--- src/rtl/dec16_timer_pkg.sv ---
// Shared constants and state type for the dec16 down-counting timer.
package dec16_timer_pkg;

  localparam int unsigned DefaultWidth = 16;

  typedef enum logic {
    StIdle = 1'b0,
    StRun  = 1'b1
  } state_e;

endpackage

--- src/rtl/dec16_bit.sv ---
// Combinational ripple-borrow decrementer: y = a - 1, borrow_out set when a == 0.
module dec16_bit #(
  parameter int unsigned WIDTH = dec16_timer_pkg::DefaultWidth
) (
  input  logic [WIDTH-1:0] a,
  output logic [WIDTH-1:0] y,
  output logic             borrow_out
);

  always_comb begin
    logic borrow;
    borrow = 1'b1;
    y      = '0;
    for (int i = 0; i < int'(WIDTH); i++) begin
      y[i]   = a[i] ^ borrow;
      borrow = ~a[i] & borrow;
    end
    borrow_out = borrow;
  end

endmodule

--- src/rtl/dec16_timer.sv ---
// Loadable down-counter with one-shot/periodic modes, pause, abort and a
// registered terminal-count strobe.
module dec16_timer
  import dec16_timer_pkg::*;
#(
  parameter int unsigned WIDTH = DefaultWidth
) (
  input  logic             clk,
  input  logic             rst_n,
  input  logic             load_valid,
  output logic             load_ready,
  input  logic [WIDTH-1:0] load_value,
  input  logic             auto_reload,
  input  logic             enable,
  input  logic             abort,
  output logic [WIDTH-1:0] count,
  output logic             busy,
  output logic             tc_pulse
);

  state_e           state_q, state_d;
  logic [WIDTH-1:0] count_q, count_d;
  logic [WIDTH-1:0] reload_q, reload_d;
  logic             mode_q, mode_d;
  logic             tc_q, tc_d;
  logic [WIDTH-1:0] count_dec;
  logic             unused_borrow;

  dec16_bit #(
    .WIDTH(WIDTH)
  ) u_dec (
    .a         (count_q),
    .y         (count_dec),
    .borrow_out(unused_borrow)
  );

  always_comb begin
    state_d  = state_q;
    count_d  = count_q;
    reload_d = reload_q;
    mode_d   = mode_q;
    tc_d     = 1'b0;
    unique case (state_q)
      StIdle: begin
        // abort has no meaning here; a load is accepted regardless
        if (load_valid) begin
          count_d  = load_value;
          reload_d = load_value;
          mode_d   = auto_reload;
          if (load_value != '0) begin
            state_d = StRun;
          end else begin
            tc_d = 1'b1;
          end
        end
      end
      StRun: begin
        if (abort) begin
          count_d = '0;
          state_d = StIdle;
        end else if (enable) begin
          if (count_q == WIDTH'(1)) begin
            tc_d = 1'b1;
            if (mode_q) begin
              count_d = reload_q;
            end else begin
              count_d = '0;
              state_d = StIdle;
            end
          end else begin
            count_d = count_dec;
          end
        end
      end
      default: state_d = StIdle;
    endcase
  end

  always_ff @(posedge clk or negedge rst_n) begin
    if (!rst_n) begin
      state_q  <= StIdle;
      count_q  <= '0;
      reload_q <= '0;
      mode_q   <= 1'b0;
      tc_q     <= 1'b0;
    end else begin
      state_q  <= state_d;
      count_q  <= count_d;
      reload_q <= reload_d;
      mode_q   <= mode_d;
      tc_q     <= tc_d;
    end
  end

  assign count      = count_q;
  assign tc_pulse   = tc_q;
  assign busy       = (state_q == StRun);
  assign load_ready = (state_q == StIdle);

endmodule
--- config.mk ---
export PLATFORM = sky130hd
export DESIGN_NAME = dec16_timer
export DESIGN_NICKNAME = d
export VERILOG_FILES = /design/src/rtl/dec16_timer_pkg.sv /design/src/rtl/dec16_bit.sv /design/src/rtl/dec16_timer.sv
export SDC_FILE = /design/constraint.sdc
export NUM_CORES = 1
export LEC_CHECK = 0
export BUFFER_PORTS_ARGS = -buffer_cell sky130_fd_sc_hd__buf_2
export CAP_MARGIN = 5
export CELL_PAD_IN_SITES_DETAIL_PLACEMENT = 1
export CELL_PAD_IN_SITES_GLOBAL_PLACEMENT = 1
export CORE_MARGIN = 4
export CORE_UTILIZATION = 40
export CTS_CLUSTER_SIZE = 40
export DETAILED_ROUTE_END_ITERATION = 10
export PLACE_DENSITY = 0.85
export SLEW_MARGIN = 5
export SYNTH_ARGS = -nofsm -noshare
export SYNTH_HDL_FRONTEND = slang
export SYNTH_HIERARCHICAL = 1
export SYNTH_SLANG_ARGS = --single-unit
--- constraint.sdc ---
create_clock -name clk -period 4.55 [get_ports clk]
set_input_delay 0 -clock clk [delete_from_list [all_inputs] [get_ports clk]]
set_output_delay 0 -clock clk [all_outputs]
set_load 0.01 [all_outputs]
==> flow_summary.json <==
{
  "viasPerCell": 5.43,
  "grt_first_pass_wirelength_um": 11000,
  "htree_levels": 2,
  "cts.sinks": 35,
  "drc": 0,
  "first_pass_iters": 4,
  "io_buffers": 40,
  "overflow": 0,
  "cts_resized": 0,
  "synthSimpleGateAreaFrac": 0.285,
  "die_h_um": 79.0,
  "synth_warnings": 6,
  "drv_cap": 0,
  "fillers": 612,
  "fmax_mhz": 271,
  "cts_buffer_depth": 2,
  "leakagePower_nw": 1.29,
  "synthMuxAreaShare": 0,
  "io_pins": 41,
  "grt_setup_unrepaired": "no",
  "finalInstanceArea_mm2": 0.00250,
  "syn-num-nets": 282,
  "synthAdderAreaFrac": 0.0930,
  "place_area_mm2": 0.00223,
  "hold_viol": 0,
  "drive_above_1_share": 0.178,
  "cts_inserted_buffers": 5,
  "num_antenna_cells": 0,
  "final_util": 0.519,
  "floorplan.rows": 25,
  "irDropWorstVdd_mv": 0.179,
  "dr_total_vias": 1982,
  "cp.required_ns": 4.71,
  "crit_type": "register to register",
  "status": "finished, final reports clean",
  "slew_headroom": 0.309,
  "syn_area_mm2": 0.00202,
  "finalSetupViolCount": 0,
  "synth_area_per_cell_um2": 8.24,
  "yosysUniqueCellTypes": 26,
  "postCtsHoldBufs": 18,
  "synth_top_family_by_area": "simple AND/OR/NAND/NOR gates",
  "dieArea_mm2": 0.00625,
  "synth-xor-area-share": 0,
  "endpoint_kind": "register",
  "drt_iter0_drc": 135,
  "worst_slack_ns": 0.860,
  "wirelength_um": 6600,
  "hold_class": "input port to register",
  "pre_cts_ws_ns": 0.924,
  "netlist_instances": 245,
  "worst_pin_slew_ns": 1.04,
  "hpwl_um": 4380,
  "cts_tree": "built",
  "wl_per_cell_um": 18.1,
  "crit_fanout": 4,
  "synthToLayoutAreaGrowth_pct": 23.9,
  "power_mw": 1.02,
  "synth_seq_area_share": 0.434,
  "start_kind": "register",
  "start_util": 0.419,
  "fin_tns_setup_ns": 0,
  "cts_root_buf": "clkbuf_8",
  "grt_max_degree": 36,
  "multi_input_area_um2": 943,
  "nets": 334,
  "slew_viol_final": 0,
  "grt_pass1_vias": 2096,
  "post-route-min-period_ns": 3.69,
  "fp.dieW_um": 79.0,
  "synth_compound_area_frac": 0.0893,
  "powerDensity_mw_per_mm2": 408,
  "clock_latency_ns": 0.29,
  "synth_seq_cells": 35,
  "place_congestion": 0.835,
  "core-area_mm2": 0.00482,
  "seq_area_um2": 876,
  "fin_crit_sh": 0.811,
  "skew_ns": 0.00965,
  "clkSlewWorstSetupHoldPaths_ns": 0.08,
  "final_antenna_net_count": 0,
  "post-cts-setup-buffers": 0,
  "groute.usage.overall": 0.228,
  "cp.arrival_ns": 3.85,
  "antenna_found_initial": 0
}
-- cell usage after synthesis, drive strengths merged --
cell | count | area share
clkbuf | 5 | 0.0093
dfrtp | 35 | 0.43
nand2 | 53 | 0.099
o21ai | 2 | 0.0050
nor4 | 7 | 0.031
inv | 32 | 0.060
nand2b | 1 | 0.0031
a22oi | 3 | 0.011
and4 | 1 | 0.0043
nand3 | 32 | 0.079
nor4b | 1 | 0.0074
ha | 15 | 0.093
nor2b | 2 | 0.0062
buf | 9 | 0.030
nor2 | 11 | 0.020
a21boi | 2 | 0.0074
nand4 | 7 | 0.022
nand3b | 1 | 0.0037
a31oi | 11 | 0.034
a21oi | 11 | 0.027
and2 | 3 | 0.0093
a22o | 1 | 0.0043
-- flip-flops by register name (all words and copies together), names as in the netlist --
register and count:
busy 1, count 16, mode_q 1, reload_q 16, tc_pulse 1
-- worst max-delay path, stage by stage (launching register included) --
cell and delay, ns:
dfrtp_1 0.44, inv_1 0.07, ha_1 0.18, ha_1 0.19
ha_1 0.19, ha_1 0.18, ha_1 0.19, ha_1 0.19
ha_1 0.18, ha_1 0.18, ha_1 0.18, ha_1 0.19
ha_1 0.19, ha_1 0.18, ha_1 0.18, ha_1 0.18
ha_1 0.27, inv_1 0.04, nand3_1 0.07, nand3_1 0.12
-- cell usage in the layout, fill, tap and decap left out --
master and instances:
nor2_1 11, nor2b_1 2, a21boi_0 2, clkbuf_8 5, and2_1 3, a31oi_1 11
nor4_2 3, and4_1 1, clkinv_2 1, ha_1 15, a22o_1 1, buf_2 40
nand4_1 7, a22oi_1 3, nand3_1 32, nand3b_1 1, nor4_1 4, a21oi_1 11
buf_4 1, nor4b_2 1, dfrtp_1 35, nand2b_1 1, nand2_1 53, o21ai_0 2
dlygate4sd3_1 18, inv_1 32, clkinvlp_4 2
-- path summary, 6_finish.rpt --
check,from,endpoint,slack (ns),depth (start not counted)
max in group asynchronous,rst_n,count[0]$_DFFE_PN0P_,3.68,2
max,count[1]$_DFFE_PN0P_,count[15]$_DFFE_PN0P_,0.86,19
min in group asynchronous,rst_n,count[13]$_DFFE_PN0P_,0.35,2
min,enable,busy$_DFF_PN0_,0.07,3
max reg2reg,count[1]$_DFFE_PN0P_,count[15]$_DFFE_PN0P_,0.86,19
min reg2reg,reload_q[10]$_DFFE_PN0P_,reload_q[10]$_DFFE_PN0P_,0.49,2
-- per-stage QoR --
stage	hold slack [ns]	std cells
6_report	0.0731	365
5_1_grt	0.0856	365
4_1_cts	0.0526	365
3_5_place_dp	0.144	339
3_3_place_gp	0.137	339
2_1_floorplan	-0.296	245
-- layer usage --
| layer | GRT usage | share of wire | vias up |
|---|---|---|---|
| li1 | - | - | 923 |
| met1 | 0.305 | 0.44 | 982 |
| met2 | 0.375 | 0.49 | 64 |
| met3 | 0.0465 | 0.041 | 13 |
| met4 | 0.0619 | 0.020 | 0 |
| met5 | 0 | 0 | - |
-- power breakdown --
part	switching [mW]	internal [mW]	total (mW)
Clock	0.122	0.107	0.229
Sequential	0.0763	0.383	0.459
Combinational	0.201	0.132	0.333
Total	0.399	0.621	1.02
-- area by class of cell --
cell class	instances	share of cell area
repair buffers	59	0.155
clock inverters	3	0.00801
flip-flops and latches	35	0.350
clock buffers	5	0.0275
well taps	67	0.0335
inverters	32	0.0480
multi-input cells	164	0.377
-- cells by family after synthesis --
| logic type | Yosys count |
|---|---|
| flops | 35 |
| compound gates | 30 |
| fa+ha+maj | 15 |
| buf+inv | 46 |
| simple gates | 119 |
No activity file was read; power rests on OpenSTA's default activity.
